==> config.mk <==
export PLATFORM = sky130hd
export DESIGN_NAME = wb_arbiter_flat
export DESIGN_NICKNAME = d
export VERILOG_FILES = /design/src/rtl/wb_arbiter_if.sv /design/src/rtl/wb_arbiter.sv /design/src/flat_wrapper.sv
export SDC_FILE = /design/constraint.sdc
export NUM_CORES = 1
export LEC_CHECK = 0
export ABC_CLOCK_PERIOD_IN_PS = 1850
export BUFFER_PORTS_ARGS = -buffer_cell sky130_fd_sc_hd__buf_2
export CAP_MARGIN = 5
export CORE_ASPECT_RATIO = 0.5
export CORE_MARGIN = 2
export CORE_UTILIZATION = 30
export CTS_CLUSTER_DIAMETER = 50
export DETAILED_ROUTE_END_ITERATION = 16
export PLACE_DENSITY_LB_ADDON = 0.05
export SYNTH_ARGS = -nofsm -noshare
export SYNTH_HDL_FRONTEND = slang
export SYNTH_SLANG_ARGS = --single-unit
==> constraint.sdc <==
create_clock -name clk -period 1.85 [get_ports clk]
set_input_delay 0.0925 -clock clk [delete_from_list [all_inputs] [get_ports clk]]
set_output_delay 0.0925 -clock clk [all_outputs]
set_load 0.05 [all_outputs]
==> src/rtl/wb_arbiter_if.sv <==
//------------------------------------------------------------------------------
// wb_arbiter_if : EXU/LSU result handshakes, register-file write port, forwarding
// Rev 1.0 : initial release. Optional macro: WB_FWD_EN (forwarding signals)
//------------------------------------------------------------------------------
`default_nettype none

interface wb_arbiter_if;
  logic        flush;
  logic        exu_valid;
  logic        exu_ready;
  logic [4:0]  exu_rd;
  logic        exu_wen;
  logic [63:0] exu_data;
  logic        lsu_valid;
  logic        lsu_ready;
  logic [4:0]  lsu_rd;
  logic        lsu_wen;
  logic [63:0] lsu_data;
  logic        rf_we;
  logic [4:0]  rf_waddr;
  logic [63:0] rf_wdata;
  logic        commit;
  logic        commit_src;
`ifdef WB_FWD_EN
  logic [4:0]  fwd_raddr1;
  logic [4:0]  fwd_raddr2;
  logic        fwd_hit1;
  logic        fwd_hit2;
  logic [63:0] fwd_data1;
  logic [63:0] fwd_data2;
`endif

  modport slave (
`ifdef WB_FWD_EN
    input  fwd_raddr1, fwd_raddr2,
    output fwd_hit1, fwd_hit2, fwd_data1, fwd_data2,
`endif
    input  flush,
    input  exu_valid, exu_rd, exu_wen, exu_data,
    input  lsu_valid, lsu_rd, lsu_wen, lsu_data,
    output exu_ready, lsu_ready,
    output rf_we, rf_waddr, rf_wdata, commit, commit_src
  );

  modport master (
`ifdef WB_FWD_EN
    output fwd_raddr1, fwd_raddr2,
    input  fwd_hit1, fwd_hit2, fwd_data1, fwd_data2,
`endif
    output flush,
    output exu_valid, exu_rd, exu_wen, exu_data,
    output lsu_valid, lsu_rd, lsu_wen, lsu_data,
    input  exu_ready, lsu_ready,
    input  rf_we, rf_waddr, rf_wdata, commit, commit_src
  );
endinterface

`default_nettype wire

==> src/rtl/wb_arbiter.sv <==
//------------------------------------------------------------------------------
// wb_arbiter : LSU-priority writeback arbiter with EXU starvation guard and a
//              one-entry output stage driving the register-file write port.
// Rev 1.0 : initial release. Optional macro: WB_FWD_EN (read forwarding)
//------------------------------------------------------------------------------
`default_nettype none

module wb_arbiter #(
  parameter int unsigned STARVE_MAX = 3
) (
  input  wire logic    clk,
  input  wire logic    rst,
  wb_arbiter_if.slave  bus
);

  localparam logic [3:0] c_STARVE_MAX = 4'(STARVE_MAX);

  logic [3:0]  r_starve_cnt;
  logic        r_st_valid;
  logic        r_st_wen;
  logic [4:0]  r_st_rd;
  logic [63:0] r_st_data;
  logic        r_st_src;

  logic        w_starved;
  logic        w_gnt_exu;
  logic        w_gnt_lsu;
  logic        w_rf_we;

  always_comb begin
    w_starved = (r_starve_cnt == c_STARVE_MAX);
    w_gnt_exu = !bus.flush && bus.exu_valid && (!bus.lsu_valid || w_starved);
    w_gnt_lsu = !bus.flush && bus.lsu_valid && !w_gnt_exu;
  end

  assign bus.exu_ready = w_gnt_exu;
  assign bus.lsu_ready = w_gnt_lsu;

  // Counts EXU losses only; flush freezes it so a flush cannot reset fairness.
  always_ff @(posedge clk or posedge rst) begin
    if (rst) begin
      r_starve_cnt <= 4'd0;
    end else if (!bus.flush) begin
      if (!bus.exu_valid || w_gnt_exu) begin
        r_starve_cnt <= 4'd0;
      end else if (r_starve_cnt != c_STARVE_MAX) begin
        r_starve_cnt <= r_starve_cnt + 4'd1;
      end
    end
  end

  // Stage drains every cycle; grants are already suppressed during flush.
  always_ff @(posedge clk or posedge rst) begin
    if (rst) begin
      r_st_valid <= 1'b0;
      r_st_wen   <= 1'b0;
      r_st_rd    <= 5'd0;
      r_st_data  <= 64'd0;
      r_st_src   <= 1'b0;
    end else begin
      r_st_valid <= w_gnt_exu || w_gnt_lsu;
      if (w_gnt_lsu) begin
        r_st_wen  <= bus.lsu_wen;
        r_st_rd   <= bus.lsu_rd;
        r_st_data <= bus.lsu_data;
        r_st_src  <= 1'b1;
      end else if (w_gnt_exu) begin
        r_st_wen  <= bus.exu_wen;
        r_st_rd   <= bus.exu_rd;
        r_st_data <= bus.exu_data;
        r_st_src  <= 1'b0;
      end
    end
  end

  assign w_rf_we        = r_st_valid && r_st_wen && (r_st_rd != 5'd0);
  assign bus.rf_we      = w_rf_we;
  assign bus.rf_waddr   = r_st_rd;
  assign bus.rf_wdata   = r_st_data;
  assign bus.commit     = r_st_valid;
  assign bus.commit_src = r_st_src;

`ifdef WB_FWD_EN
  logic w_fwd_hit1;
  logic w_fwd_hit2;

  assign w_fwd_hit1    = w_rf_we && (r_st_rd == bus.fwd_raddr1);
  assign w_fwd_hit2    = w_rf_we && (r_st_rd == bus.fwd_raddr2);
  assign bus.fwd_hit1  = w_fwd_hit1;
  assign bus.fwd_hit2  = w_fwd_hit2;
  assign bus.fwd_data1 = w_fwd_hit1 ? r_st_data : 64'd0;
  assign bus.fwd_data2 = w_fwd_hit2 ? r_st_data : 64'd0;
`endif

endmodule

`default_nettype wire

==> src/flat_wrapper.sv <==
// flat-port wrapper written by rule: the top's interface ports become plain ports
module wb_arbiter_flat 
#(
  parameter int unsigned STARVE_MAX = 3
)
  (clk, rst, bus_flush, bus_exu_valid, bus_exu_rd, bus_exu_wen, bus_exu_data, bus_lsu_valid, bus_lsu_rd, bus_lsu_wen, bus_lsu_data, bus_exu_ready, bus_lsu_ready, bus_rf_we, bus_rf_waddr, bus_rf_wdata, bus_commit, bus_commit_src);
  wb_arbiter_if bus_i ();
  input  wire logic clk;
  input  wire logic rst;
  input wire logic [$bits(bus_i.flush)-1:0] bus_flush;
  input wire logic [$bits(bus_i.exu_valid)-1:0] bus_exu_valid;
  input wire logic [$bits(bus_i.exu_rd)-1:0] bus_exu_rd;
  input wire logic [$bits(bus_i.exu_wen)-1:0] bus_exu_wen;
  input wire logic [$bits(bus_i.exu_data)-1:0] bus_exu_data;
  input wire logic [$bits(bus_i.lsu_valid)-1:0] bus_lsu_valid;
  input wire logic [$bits(bus_i.lsu_rd)-1:0] bus_lsu_rd;
  input wire logic [$bits(bus_i.lsu_wen)-1:0] bus_lsu_wen;
  input wire logic [$bits(bus_i.lsu_data)-1:0] bus_lsu_data;
  output wire logic [$bits(bus_i.exu_ready)-1:0] bus_exu_ready;
  output wire logic [$bits(bus_i.lsu_ready)-1:0] bus_lsu_ready;
  output wire logic [$bits(bus_i.rf_we)-1:0] bus_rf_we;
  output wire logic [$bits(bus_i.rf_waddr)-1:0] bus_rf_waddr;
  output wire logic [$bits(bus_i.rf_wdata)-1:0] bus_rf_wdata;
  output wire logic [$bits(bus_i.commit)-1:0] bus_commit;
  output wire logic [$bits(bus_i.commit_src)-1:0] bus_commit_src;
  assign bus_i.flush = bus_flush;
  assign bus_i.exu_valid = bus_exu_valid;
  assign bus_i.exu_rd = bus_exu_rd;
  assign bus_i.exu_wen = bus_exu_wen;
  assign bus_i.exu_data = bus_exu_data;
  assign bus_i.lsu_valid = bus_lsu_valid;
  assign bus_i.lsu_rd = bus_lsu_rd;
  assign bus_i.lsu_wen = bus_lsu_wen;
  assign bus_i.lsu_data = bus_lsu_data;
  assign bus_exu_ready = bus_i.exu_ready;
  assign bus_lsu_ready = bus_i.lsu_ready;
  assign bus_rf_we = bus_i.rf_we;
  assign bus_rf_waddr = bus_i.rf_waddr;
  assign bus_rf_wdata = bus_i.rf_wdata;
  assign bus_commit = bus_i.commit;
  assign bus_commit_src = bus_i.commit_src;
  wb_arbiter #(.STARVE_MAX(STARVE_MAX)) u_core (.clk(clk), .rst(rst), .bus(bus_i));
endmodule
==> results of run 1 <==
-- cell type report --
class / count / area, sq um
clock buffers: 11 / 253
flip-flops and latches: 76 / 1900
inverters: 2 / 12.5
fillers: 1409 / 7790
clock inverters: 4 / 72.6
multi-input cells: 302 / 2220
well taps: 192 / 240
repair buffers: 237 / 1330
-- cell usage after synthesis, types with 2 or more instances --
| cell type | number |
|---|---|
| buf_2 | 2 |
| o211ai_1 | 2 |
| nand4b_1 | 70 |
| buf_6 | 8 |
| o211ai_2 | 68 |
| nand2_1 | 141 |
| a22o_1 | 2 |
| nor3_1 | 2 |
| o21bai_1 | 2 |
| dfrtp_1 | 76 |
| a21o_1 | 2 |
| nor3b_1 | 2 |
| clkbuf_1 | 36 |
-- critical path: stages, from the launching register on --
cell and delay, ps:
dfrtp_1 390, or3_1 390, o311a_1 280, buf_2 210
-- state kept, by name, summed over array words and instances (netlist names) --
name / flops
u_core.bus.commit: 1
u_core.bus.rf_wdata: 64
u_core.r_st_wen: 1
u_core.r_starve_cnt: 4
u_core.bus.rf_waddr: 5
u_core.bus.commit_src: 1
-- power groups by stage --
| stage | clock, mW | combinational (mW) | sequential, mW |
|---|---|---|---|
| global placement | 0 | 1.89 | 2.04 |
| global route | 2.07 | 2.03 | 2.04 |
| CTS | 2.01 | 1.91 | 2.01 |
| finish | 1.93 | 1.90 | 2.01 |
| detailed placement | 0 | 1.91 | 2.03 |
| floorplan | 0 | 0.584 | 2.80 |
-- routing by layer --
metal	vias to the layer above	wire, um	track usage [%]
met5	-	0	0
li1	1951	-	-
met4	0	108	4.13
met2	135	6560	30.9
met3	9	864	4.80
met1	1990	6390	23.9
-- final timing paths --
kind,start,end,slack [ps],depth (start not counted)
worst max-delay path,u_core.bus.rf_waddr[0],bus_rf_we,150,3
worst min-delay path,bus_exu_data[61],u_core.bus.rf_wdata[61],20,3
worst max register to register,u_core.r_starve_cnt[0],u_core.bus.rf_wdata[62],220,6
worst min register to register,u_core.bus.rf_wdata[12],u_core.bus.rf_wdata[12],490,2
max in group asynchronous,rst,u_core.bus.rf_wdata[59],770,4
min in group asynchronous,rst,u_core.bus.rf_wdata[38],370,3
-- logic make-up (layout without fill, tap and decap cells) --
group	count (synthesis)	after routing	share of synthesized area, %
compound gates	78	78	21.6
fa+ha+maj	1	1	0.289
buf+inv	49	254	5.81
flops	76	76	44.0
mux	1	1	0.260
simple gates	222	222	28.1
-- stage by stage --
step                power, mW  hold slack [ps]  cell area [sq um]
detailed placement       3.95              176               5640
floorplan                3.38              249               4330
finish                   5.84             23.0               6020
global route             6.13             15.3               6020
CTS                      5.93             5.70               5980
global placement         3.93              170               5640
-- placed cells by master, fill, tap and decap left out, drive strengths merged --
cell type	count
ha	1
buf	236
nand4b	70
a22o	2
nand3	1
nand3b	1
clkbuf	11
clkinvlp	2
o21bai	2
mux2	1
a21o	2
clkinv	2
nor2	1
dfrtp	76
nand2	141
o311a	1
or3	1
nor3b	2
nor2b	1
nand4bb	1
dlygate4sd3	1
and3b	1
bufinv	2
nor3	2
o211ai	70
a31o	1
-- what timing repair did --
action | 4_1_cts | 5_1_grt
gates resized for setup | 3 | 1
setup buffers | 0 | 5
hold endpoints to repair | 20 | 0
hold buffers | 1 | 0
endpoints found under the setup margin | 2 | 2
==> results by group, run 1 <==
Clocking
  – Clock tree from TritonCTS: yes
  – H-Tree Level Count: 3
  – CTS buffer count: 9
  – Clock Latency Late Sink: 330 ps
  – Worst-path clk slew: around 60 ps
  – CTS root buffer: clkbuf_16
  – Number of buffers on the longest clock path: 2
  – Clock Sinks: 76

Drt
  – Drt total wl: 13900 um
  – Detailed-routing iteration count for the pre-antenna-repair pass: 4
  – Via/cell ratio: 4.96
  – DRC violation count after routing: 0
  – Number of nets with antenna violations after detailed routing: 0
  – Count of vias placed by the detailed router: 4085
  – Number of violations reported at the end of detailed-routing iteration 0: between 150 and 200
  – Post-DR wirelength/cell: roughly 17 um

Yosys
  – Mean instance size in the synthesized netlist: 10.1 sq um
  – Instance count of the mapped netlist: roughly 430
  – Post-Syn Area: around 4300 sq um
  – Flip-flop cell with the highest count after synthesis: dfrtp_1
  – Share of the synthesized area in the top cell type: a little over two fifths
  – Flip-flop and latch count after synthesis: 76
  – Post-synthesis cell type with the largest combined area: dfrtp_1
  – Share of synthesized flip-flops with an asynchronous set or reset: 100%
  – Number of distinct library cells after synthesis: 27
  – Synthesized Nets: 573
  – Warning count from the yosys run: 0
  – Top cells by area, synth: dfrtp_1 (44%), o211ai_2 (20%), nand4b_1 (14%)
  – Part of the Yosys area used for sequential elements: 44.0%
  – Number of flops mapped to enable cells by yosys: 0

Timing
  – Max Transition Viols Final: 0
  – Final period util: 91.8%
  – Worst clock skew: 7.38 ps
  – Actual slew at the worst max-slew pin: between 500 and 600 ps
  – Sum of negative setup slack: 0 ps
  – Final worst slack: 152 ps
  – Highest clock rate: ~600 MHz
  – Slew headroom: ~64%
  – # setup viols final: 0
  – Setup repair after global routing missed its margin: no
  – Number of hold violations in the final report: 0
  – Clock period minus final worst setup slack: 1700 ps

Global routing
  – Global-route wire length before repair: 22200 um
  – Largest net degree at the start of global routing: 72
  – Number of global-route vias before repair: 4279
  – Sum of overflow across all layers after global routing: 0
  – Initial antenna violation count: 0
  – Gr usage total: between 10% and 20%

Placed design
  – Post-DP HPWL: 9360 um
  – Placed cell count: between 800 and 900
  – Routability-driven placement congestion ratio: around 0.7
  – Port-buffer cells: 218
  – Dpl ws: 193 ps

Final layout
  – Fraction of the core area covered by cells at the end of the flow: 43.6%
  – Number of nets in the layout: about 770
  – Antenna diode count: 0
  – Area growth, synth to finish: 39.3%
  – Final Non-Filler Cells: 824
  – Share of layout cells above drive strength 1: 52.1%

Status
  – Result of the run: finished clean

Power and ir drop
  – Relative contribution of sequential cells to total power: 34.4%
  – Power share of the combinational group: 32.6%
  – Switching fraction of total power: 36.7%
  – Power density over the cells: 969 nW/um^2
  – Maximum VDD drop: 374 uV
  – Internal portion of total power: 3.69 mW
  – Clock power share: between 30% and 40%
  – Switching Power: 2.14 mW
  – Reported leakage power: 2.92 nW

Floorplanning
  – Effective utilization at floorplan: 31.3%
  – Core Rows: 30
  – Horizontal extent of the die: 174 um
  – Total core area: 13800 sq um
  – Area of the die: approximately 15000 sq um
  – Die span in y: between 80 and 90 um
  – I/O Pins: 219

Setup path
  – Type of the worst setup path: register to output port
  – Maximum fanout count along the critical path: 3
  – Startpoint type of the worst setup path: register
  – Endpoint type of the worst setup path: output port
  – Data required time at the worst endpoint: 1760 ps
  – Arrival time worst endpoint: 1610 ps

Flow run
  – Maximum capacitance violations: 0

Min path
  – Worst min-delay path category: primary input to register
Note: power is estimated with default switching activity, not from simulation.
==> run 2, diff against run 1 <==
Settings changed: GPL_TIMING_DRIVEN set to 0.
==> run 2 against run 1 <==
  * Sequential power about the same
  * Register-to-register slack lost 130 ps
  * Non-clock buffer count increased by 36
  * Clock skew is essentially flat
  * First-iteration DRC count fell by 12%
  * Core utilization up 1.1 points
  * Critical path depth up 3
  * Largest power group is now the clock network
  * Highest routed layer unchanged
==> results by group, run 2 (synthesis gave the netlist of run 1 again) <==
Power and ir drop
  – Total power: 6.12 mW (+4.9%)
  – Maximum VDD drop: 486 uV (+30%)
  – Reported leakage power: 2.98 nW (+1.9%)
  – Power density over the cells: 992 nW/um^2 (+2.4%)

Setup path
  – Most repeated library cell on the critical path: buf_6
  – Number of cells on the critical path: 6 (+3)
  – Worst path slowest cell: dfrtp_1
  – Capture instance of the worst register-to-register path: u_core.bus.rf_wdata[62]
  – Reg-to-Reg Start: u_core.r_starve_cnt[0]
  – Endpoint type of the worst setup path: output port
  – Type of the worst setup path: register to output port
  – Setup slack of the worst register-to-register path: 90 ps (-130 ps)
  – Launch point of the critical path: u_core.r_starve_cnt[0]
  – Data required time at the worst endpoint: 1760 ps (about the same)
  – Critical Path End: bus_lsu_ready
  – Arrival time worst endpoint: 1680 ps (+70 ps)
  – Maximum fanout count along the critical path: 8 (+5)
  – Buf+Inv Stages, Crit Path: 3 (+2)
  – Critical path, cell by cell: ha_4 > nand4bb_1 > buf_6 > and3b_2 > buf_12 > buf_6
  – Highest cell delay on the worst timing path: 420 ps (+30 ps)
  – Startpoint type of the worst setup path: register
  – Cell family contributing the most delay on the critical path: buffers and inverters
  – Depth of the worst register-to-register path: 8 (+2)

Floorplanning
  – Area of the die: 15500 sq um (unchanged)
  – I/O Pins: 219 (unchanged)
  – Die span in y: 88.9 um (unchanged)
  – Horizontal extent of the die: 174 um (unchanged)
  – Total core area: 13800 sq um (unchanged)
  – Effective utilization at floorplan: 31.3% (unchanged)
  – Core Rows: 30 (unchanged)

Status
  – Result of the run: finished clean

Timing
  – Max Transition Viols Final: 0 (unchanged)
  – Clock period minus final worst setup slack: 1770 ps (+70.7 ps)
  – Final worst slack: 81.4 ps (-70.7 ps)
  – Highest clock rate: 565 MHz (-4.0%)
  – Number of hold violations in the final report: 0 (unchanged)
  – # setup viols final: 0 (unchanged)
  – Worst clock skew: 7.17 ps (-0.213 ps)
  – Final period util: 95.6% (+3.8 points)
  – Sum of negative setup slack: 0 ps (unchanged)
  – Setup repair after global routing missed its margin: no
  – Actual slew at the worst max-slew pin: 544 ps (+4.22 ps)
  – Slew headroom: 63.8% (-0.21 points)

Final layout
  – Largest register FFs: 64 (unchanged)
  – Number of nets in the layout: 810 (+4.7%)
  – Most frequent cells in the layout: buf_2 (217), nand2_1 (141), dfrtp_1 (76)
  – Area occupied by registers: 1900 sq um (unchanged)
  – Area of combinational cells with multiple inputs: 2200 sq um (-0.90%)
  – Area growth, synth to finish: 42.6%
  – Antenna diode count: 0 (unchanged)
  – Leading cell type in the layout, fill and taps excluded: buf_2
  – Fill cell total of the finished layout: 1451 (+3.0%)
  – Share of layout cells above drive strength 1: 48.7% (-3.3 points)

Min path
  – Number of cells traversed by the worst hold path: 3 (unchanged)
  – Worst min-delay path category: primary input to register
  – Launch instance of the worst min-delay path: bus_exu_data[9]

Clocking
  – CTS root buffer: clkbuf_16
  – Clock tree from TritonCTS: yes
  – Clock Latency Late Sink: 330 ps (about the same)
  – CTS buffer count: 9 (unchanged)
  – H-Tree Level Count: 3 (unchanged)
  – Clock Sinks: 76 (unchanged)
  – Worst-path clk slew: 60 ps (about the same)
  – Number of buffers on the longest clock path: 2 (unchanged)

Placed design
  – Port-buffer cells: 218 (unchanged)
  – Post-DP HPWL: 10500 um (+13%)
  – Routability-driven placement congestion ratio: 0.731 (+3.3%)
  – Dpl ws: -90.1 ps (-283 ps)

Drt
  – Post-DR wirelength/cell: 16.8 um (-0.68%)
  – Detailed-routing iteration count for the pre-antenna-repair pass: 6 (+2)
  – DRC violation count after routing: 0 (unchanged)
  – Number of nets with antenna violations after detailed routing: 0 (unchanged)
  – Number of violations reported at the end of detailed-routing iteration 0: 145 (-12%)
  – Count of vias placed by the detailed router: 4203 (+2.9%)
  – Via/cell ratio: 4.88 (-1.5%)
  – Drt total wl: 14400 um (+3.8%)

Global routing
  – Global-route wire length before repair: 22600 um (+1.8%)
  – Initial antenna violation count: 0 (unchanged)
  – Sum of overflow across all layers after global routing: 0 (unchanged)
  – Gr usage total: 18.8% (+0.53 points)
  – Number of global-route vias before repair: 4345 (+1.5%)
  – Largest net degree at the start of global routing: 32 (-56%)

Flow run
  – Maximum capacitance violations: 0 (unchanged)
## run 2: changes by cell type in the layout (fill, tap and decap cells not counted), sizes merged
cell and change:
clkbuf +38, buf -1, clkinv -1, bufinv +2, clkinvlp -1
## run 2: how the worst min path moves through the flow
stage                                    endpoint
after CTS                 u_core.bus.rf_wdata[55]
after global placement    u_core.bus.rf_wdata[62]
final                      u_core.bus.rf_wdata[9]
after global routing      u_core.bus.rf_wdata[39]
after floorplan           u_core.bus.rf_wdata[61]
after detailed placement  u_core.bus.rf_wdata[42]
## run 2: stage by stage
step | utilization (%) | hold slack (ps) | std cells | cell area [sq um]
2_1_floorplan | - | 249 | 427 | 4330
3_3_place_gp | 41.0 | 362 | 837 | 5670
3_5_place_dp | 41.3 | 157 | 839 | 5710
6_report | 44.7 | 18.6 | 861 | 6170
5_1_grt | 44.7 | 14.7 | 861 | 6170
4_1_cts | 44.3 | 8.21 | 859 | 6120
## run 2: metal layers
metal	vias up	share of wire, %	GRT usage (%)
met5	-	0	0
met4	0	0.50	3.59
met3	5	5.9	4.72
met2	134	47	31.8
met1	2041	47	24.9
li1	2023	-	-
## run 2: report_power, final
part	leakage, nW	switching (mW)	internal [mW]
clock network	0.177	0.705	1.49
logic	1.89	1.34	0.570
registers	0.908	0.125	1.88
## run 2: layout make-up
cell class	count	share of cell area, %
Multi-Input combinational cell	302	35.6
Tap cell	192	3.89
Timing Repair Buffer	227	19.4
Clock buffer	12	4.00
Inverter	2	0.203
Buffer	46	4.18
Clock inverter	4	1.95
Sequential cell	76	30.8
## run 2: timing repair
item                       CTS  global route
setup endpoints to repair    1            65
hold buffers                 1             0
pin swaps                    0             1
buffers inserted             4             2
hold endpoints to repair    20             0
resized for setup            6             8
## run 2: tightest hold or removal path, delay by kind of cell
kind,cells,cell delay [ps]
AOI/OAI and AO/OA,1,70
and+or+nand+nor,1,60
buffers and inverters,1,100
